[src/rtl/if_fetch_buffer.sv]
// IF-stage fetch buffer: holds up to DEPTH fetched (pc, inst) pairs between the
// inst-SRAM response and the IF/ID handshake, dropping responses of flushed paths.
module if_fetch_buffer #(
    parameter int PC_W      = 32,
    parameter int INST_W    = 32,
    parameter int DEPTH     = 2,
    parameter int MAX_OUTST = 2,
    localparam int CNT_W    = $clog2(DEPTH + 1),
    localparam int PTR_W    = (DEPTH > 1) ? $clog2(DEPTH) : 1,
    localparam int OUT_W    = $clog2(MAX_OUTST + 1)
) (
    input  logic              i_clk,
    input  logic              i_rst,
    input  logic              i_req_fire,
    input  logic              i_resp_valid,
    input  logic [PC_W-1:0]   i_resp_pc,
    input  logic [INST_W-1:0] i_resp_inst,
    input  logic              i_flush,
    input  logic              i_id_allow_in,
    output logic              o_req_allow,
    output logic              o_if_to_id_valid,
    output logic [PC_W-1:0]   o_if_to_id_pc,
    output logic [INST_W-1:0] o_if_to_id_inst,
    output logic [CNT_W-1:0]  o_buf_count,
    output logic              o_overflow_err
);

    logic [PC_W-1:0]   r_pc_mem   [DEPTH];
    logic [INST_W-1:0] r_inst_mem [DEPTH];
    logic [PTR_W-1:0]  r_rd_ptr, r_wr_ptr;
    logic [CNT_W-1:0]  r_count;
    logic [OUT_W-1:0]  r_outst, r_disc;
    logic              r_ovf;

    logic              w_resp, w_drop, w_pop, w_full, w_push_req, w_push;
    logic [OUT_W-1:0]  w_live;
    logic [31:0]       w_occ;

    function automatic logic [PTR_W-1:0] f_inc(input logic [PTR_W-1:0] p);
        return (p == PTR_W'(DEPTH - 1)) ? '0 : p + PTR_W'(1);
    endfunction

    // A response with nothing outstanding is stray and ignored entirely.
    assign w_resp     = i_resp_valid & (r_outst != '0);
    assign w_drop     = w_resp & (r_disc != '0);
    assign w_pop      = (r_count != '0) & i_id_allow_in & ~i_flush;
    assign w_full     = (r_count == CNT_W'(DEPTH));
    assign w_push_req = w_resp & ~w_drop & ~i_flush;
    assign w_push     = w_push_req & (~w_full | w_pop);

    // Only requests that will actually land count against free space.
    assign w_live      = r_outst - r_disc;
    assign w_occ       = 32'(r_count) + 32'(w_live);
    assign o_req_allow = ~i_rst & ~i_flush & (r_outst < OUT_W'(MAX_OUTST)) & (w_occ < 32'(DEPTH));

    assign o_if_to_id_valid = (r_count != '0);
    assign o_if_to_id_pc    = r_pc_mem[r_rd_ptr];
    assign o_if_to_id_inst  = r_inst_mem[r_rd_ptr];
    assign o_buf_count      = r_count;
    assign o_overflow_err   = r_ovf;

    always_ff @(posedge i_clk) begin
        if (w_push) begin
            r_pc_mem[r_wr_ptr]   <= i_resp_pc;
            r_inst_mem[r_wr_ptr] <= i_resp_inst;
        end
    end

    always_ff @(posedge i_clk) begin
        if (i_rst) begin
            r_rd_ptr <= '0;
            r_wr_ptr <= '0;
            r_count  <= '0;
            r_outst  <= '0;
            r_disc   <= '0;
            r_ovf    <= 1'b0;
        end else begin
            case ({i_req_fire, w_resp})
                2'b10:   if (r_outst != OUT_W'(MAX_OUTST)) r_outst <= r_outst + OUT_W'(1);
                2'b01:   r_outst <= r_outst - OUT_W'(1);
                default: ;
            endcase
            if (i_flush) begin
                // Everything still in flight (minus this cycle's response) is stale.
                r_count  <= '0;
                r_rd_ptr <= r_wr_ptr;
                r_disc   <= r_outst - OUT_W'(w_resp);
            end else begin
                if (w_drop) r_disc <= r_disc - OUT_W'(1);
                if (w_push) r_wr_ptr <= f_inc(r_wr_ptr);
                if (w_pop)  r_rd_ptr <= f_inc(r_rd_ptr);
                if (w_push & ~w_pop)
                    r_count <= r_count + CNT_W'(1);
                else if (w_pop & ~w_push)
                    r_count <= r_count - CNT_W'(1);
                if (w_push_req & w_full & ~w_pop) r_ovf <= 1'b1;
            end
        end
    end

endmodule

[config.mk]
export PLATFORM = sky130hd
export DESIGN_NAME = if_fetch_buffer
export DESIGN_NICKNAME = d
export VERILOG_FILES = /design/src/rtl/if_fetch_buffer.sv
export SDC_FILE = /design/constraint.sdc
export NUM_CORES = 1
export LEC_CHECK = 0
export ABC_AREA = 1
export BUFFER_PORTS_ARGS = -buffer_cell sky130_fd_sc_hd__buf_2
export CELL_PAD_IN_SITES_DETAIL_PLACEMENT = 2
export CELL_PAD_IN_SITES_GLOBAL_PLACEMENT = 2
export CORE_AREA = 5 5 124 138
export CTS_BUF_LIST = sky130_fd_sc_hd__clkbuf_4
export CTS_CLUSTER_SIZE = 28
export DETAILED_ROUTE_END_ITERATION = 8
export DIE_AREA = 0 0 129 143
export PLACE_DENSITY_LB_ADDON = 0.1
export SKIP_CTS_REPAIR_TIMING = 1
export SYNTH_ARGS = -nofsm -noshare
export SYNTH_HDL_FRONTEND = slang
export SYNTH_SLANG_ARGS = --single-unit
[constraint.sdc]
create_clock -name i_clk -period 6 [get_ports i_clk]
set_clock_uncertainty 0.05 [all_clocks]
set_input_delay 1.5 -clock i_clk [delete_from_list [all_inputs] [get_ports i_clk]]
set_output_delay 1.5 -clock i_clk [all_outputs]
set_load 0.03 [all_outputs]
==> tab_implementation.tex <==
\begin{tabular}{lr}
\hline
Metric & Value \\
\hline
\multicolumn{2}{l}{\textbf{Route}} \\
DRC Markers & 0 \\
WL/cell & $\sim$18 µm \\
Post-route antenna net violation count & 0 \\
Number of vias in the routed layout & approximately 3000 \\
Sum of routed wire length over all layers & 11800 µm \\
Initial drt markers & 167 \\
Number of iterations in the first detailed-routing pass & 6 \\
Via-to-Cell Ratio & 4.51 \\
\multicolumn{2}{l}{\textbf{Placement}} \\
Placer congestion estimate & between 0.7 and 0.8 \\
HPWL after DPL & 8370 µm \\
Placement Cell Area & roughly 6200 µm² \\
Worst-case setup slack after placement & $\sim$2.2 ns \\
Total of buffers placed on input and output ports & 138 \\
\multicolumn{2}{l}{\textbf{Worst hold path}} \\
Worst min path class & reg -> reg \\
Min-Delay Startpoint & o\_overflow\_err \\
\multicolumn{2}{l}{\textbf{Power and ir drop}} \\
Part of the power in registers & 0.600 \\
Ratio of total power to cell area & between 200 and 300 nW/µm² \\
Clock group share of total power & 0.317 \\
Max rail drop VDD & 0.0000794 V \\
Combinational share of power & 0.083 \\
Switching power & roughly 430 µW \\
Static Leak & 0.00241 µW \\
Switching power share of the total & 0.239 \\
Internal power consumption & around 1400 µW \\
\multicolumn{2}{l}{\textbf{Synthesis}} \\
Number of register bits inferred by synthesis & about 140 \\
Count of flip-flops with a built-in enable after synthesis & 128 \\
Most common library cells after synthesis & 128 x sky130\_fd\_sc\_hd\_\_edfxtp\_1, 64 x sky130\_fd\_sc\_hd\_\_mux2\_2, 19 x sky130\_fd\_sc\_hd\_\_nand2\_1, 15 x sky130\_fd\_sc\_hd\_\_inv\_1, 10 x sky130\_fd\_sc\_hd\_\_dfxtp\_1 \\
Largest cells by area after synthesis & sky130\_fd\_sc\_hd\_\_edfxtp\_1 72\%, sky130\_fd\_sc\_hd\_\_mux2\_2 14\%, sky130\_fd\_sc\_hd\_\_dfxtp\_1 3.8\% \\
Synth top area share & 0.724 \\
Average size of a mapped cell & between 15 and 20 µm² \\
Share of flip-flops with an asynchronous set or reset after synthesis & 0 \\
Gate count after technology mapping & 296 \\
Proportion of synthesized chip area in sequential cells & 0.761 \\
Leading cell type by number of instances after synthesis & sky130\_fd\_sc\_hd\_\_edfxtp\_1 \\
Ys flop type & sky130\_fd\_sc\_hd\_\_edfxtp\_1 \\
Post-synth net total & 371 \\
Cell area after synthesis & 5310 µm² \\
Count of different cell masters after synthesis & 24 \\
Synth warn & 0 \\
Area leader, netlist & sky130\_fd\_sc\_hd\_\_edfxtp\_1 \\
\multicolumn{2}{l}{\textbf{STA}} \\
Part of the cycle the worst path needs & 0.685 \\
Setup TNS & 0 ns \\
PnR worst setup slack & 1.89 ns \\
Tightest slew margin relative to the limit & 0.355 \\
Final count of hold timing violations & 0 \\
Setup-failing EPs final & 0 \\
Measured slew at the worst slew-check pin & roughly 0.97 ns \\
Count of pins over their slew limit & 0 \\
Final min period & 4.11 ns \\
Setup repair after global routing missed its margin & no \\
Maximum frequency from static timing analysis & 0.243 GHz \\
\multicolumn{2}{l}{\textbf{CTS}} \\
Max Buffers Root-to-Sink & 2 \\
Clock latency on the worst-skew pair & about 0.52 ns \\
Clock slew at the register clock pins of the worst setup and hold paths & 0.11 ns \\
TritonCTS clock tree & built \\
CTS Root Cell & sky130\_fd\_sc\_hd\_\_clkbuf\_4 \\
Num Clock Sinks & 138 \\
H-tree levels & 4 \\
TritonCTS Buffers & 17 \\
\multicolumn{2}{l}{\textbf{Cells and area}} \\
Fraction of final layout cells with drive strength greater than 1 & 0.543 \\
Filler cell count & 1574 \\
Post-route cell area & 6470 µm² \\
Post-layout util & 0.417 \\
Area growth from synthesis to layout & 21.7\% \\
Fin nets & roughly 520 \\
\multicolumn{2}{l}{\textbf{Global routing}} \\
Overall Global Routing Usage & 0.133 \\
Largest net degree at the start of global routing & 65 \\
Overall overflow remaining after global route & 0 \\
Global-route wire length before repair & 17900 µm \\
Number of global-route vias before repair & 3349 \\
Antenna violations before repair & 1 \\
\multicolumn{2}{l}{\textbf{Worst setup path}} \\
Register-to-register setup slack & 3.34 ns \\
Setup crit end & o\_req\_allow \\
Crit Reg-Reg Startpoint & r\_disc[0] \\
End of the worst register-to-register path & r\_pc\_mem[0][30] \\
Crit Path Max Fanout & 6 \\
Kind of end point of the critical path & output pin \\
Data required, critical path & 4.45 ns \\
Crit path from & r\_outst[0] \\
Signal arrival time at the worst endpoint & 2.56 ns \\
Startpoint types & flop \\
Kind of critical path & reg -> out \\
Number of cells on the worst reg-to-reg path & 7 \\
\multicolumn{2}{l}{\textbf{Floorplan}} \\
IO Pins & 139 \\
Die width & 129 µm \\
Die boundary height & between 100 and 150 µm \\
Initial core utilization & 0.343 \\
Total die area & 18400 µm² \\
Area of the core & 15500 µm² \\
Num rows & 48 \\
\multicolumn{2}{l}{\textbf{Job}} \\
Max-cap viol count & 0 \\
\multicolumn{2}{l}{\textbf{Status}} \\
Result of the run & completed \\
\hline
\end{tabular}
==> layout by cell type (no fill, tap or decap), drive strengths merged <==
cell type  instances
buf              140
clkinvlp           4
fa                 1
nand3             10
nand2             22
mux2              64
bufinv             2
ha                 4
o21ai              3
xnor2              2
clkbuf            18
clkinv             8
a21oi              7
dfxtp             10
inv               20
diode              3
or2                1
edfxtp           128
nand4              2
o21a               1
xor2               2
nor2              11
==> routing by layer <==
layer | track usage | part of all wire
met1 | 0.148 | 0.39
met2 | 0.236 | 0.54
met3 | 0.0441 | 0.055
met4 | 0.0448 | 0.014
met5 | 0 | 0
==> registers in the layout, summed over array words and instances (netlist names), named ones only <==
register	cells
r_outst	2
o_buf_count	2
r_disc	2
r_wr_ptr	1
o_overflow_err	1
r_inst_mem	64
r_pc_mem	64
r_rd_ptr	1
==> worst min path at each step <==
stage,endpoint,slack (ns),cells after the start
4_1_cts,o_overflow_err,0.44,2
2_1_floorplan,r_wr_ptr,0.43,2
5_1_grt,o_overflow_err,0.48,2
6_report,o_overflow_err,0.44,2
3_3_place_gp,o_overflow_err,0.42,2
3_5_place_dp,o_overflow_err,0.41,2
==> final cells by class <==
class / instances / area [µm²] / share of cell area
sequential: 138 / 4050 / 0.626
clock inverter: 14 / 131 / 0.0203
timing repair buffer: 140 / 706 / 0.109
antenna: 3 / 7.51 / 0.00116
multi-input combinational: 130 / 1110 / 0.172
tap: 200 / 250 / 0.0387
inverter: 20 / 77.6 / 0.0120
clock buffer: 18 / 135 / 0.0209
==> critical path: stages, from the launching register on <==
cell	delay [ns]
sky130_fd_sc_hd__dfxtp_1	0.45
sky130_fd_sc_hd__inv_2	0.11
sky130_fd_sc_hd__ha_1	0.29
sky130_fd_sc_hd__or2_2	0.30
sky130_fd_sc_hd__fa_1	0.49
sky130_fd_sc_hd__nand3_1	0.09
sky130_fd_sc_hd__nor2_1	0.10
sky130_fd_sc_hd__buf_2	0.21
==> through the flow <==
| stage | total power (µW) | std cells | hold WS (ns) |
|---|---|---|---|
| floorplan | 1190 | 296 | 0.432 |
| global placement | 1250 | 628 | 0.420 |
| detailed placement | 1250 | 628 | 0.414 |
| CTS | 1830 | 660 | 0.443 |
| global route | 1900 | 662 | 0.481 |
| finish | 1800 | 663 | 0.437 |
==> kinds of logic after synthesis <==
| group | synth area share |
|---|---|
| flops | 0.761 |
| mux | 0.136 |
| buf+inv | 0.0309 |
| xor+xnor | 0.00660 |
| fa+ha+maj | 0.0132 |
| compound gates | 0.0130 |
| simple gates | 0.0396 |
==> power groups by stage <==
stage	logic [µW]	clock network (µW)	registers, µW
2_1_floorplan	96.3	0	1100
3_3_place_gp	149	0	1100
3_5_place_dp	153	0	1100
4_1_cts	154	599	1080
5_1_grt	163	651	1080
6_report	150	571	1080
No activity file was read; power rests on OpenSTA's default activity.
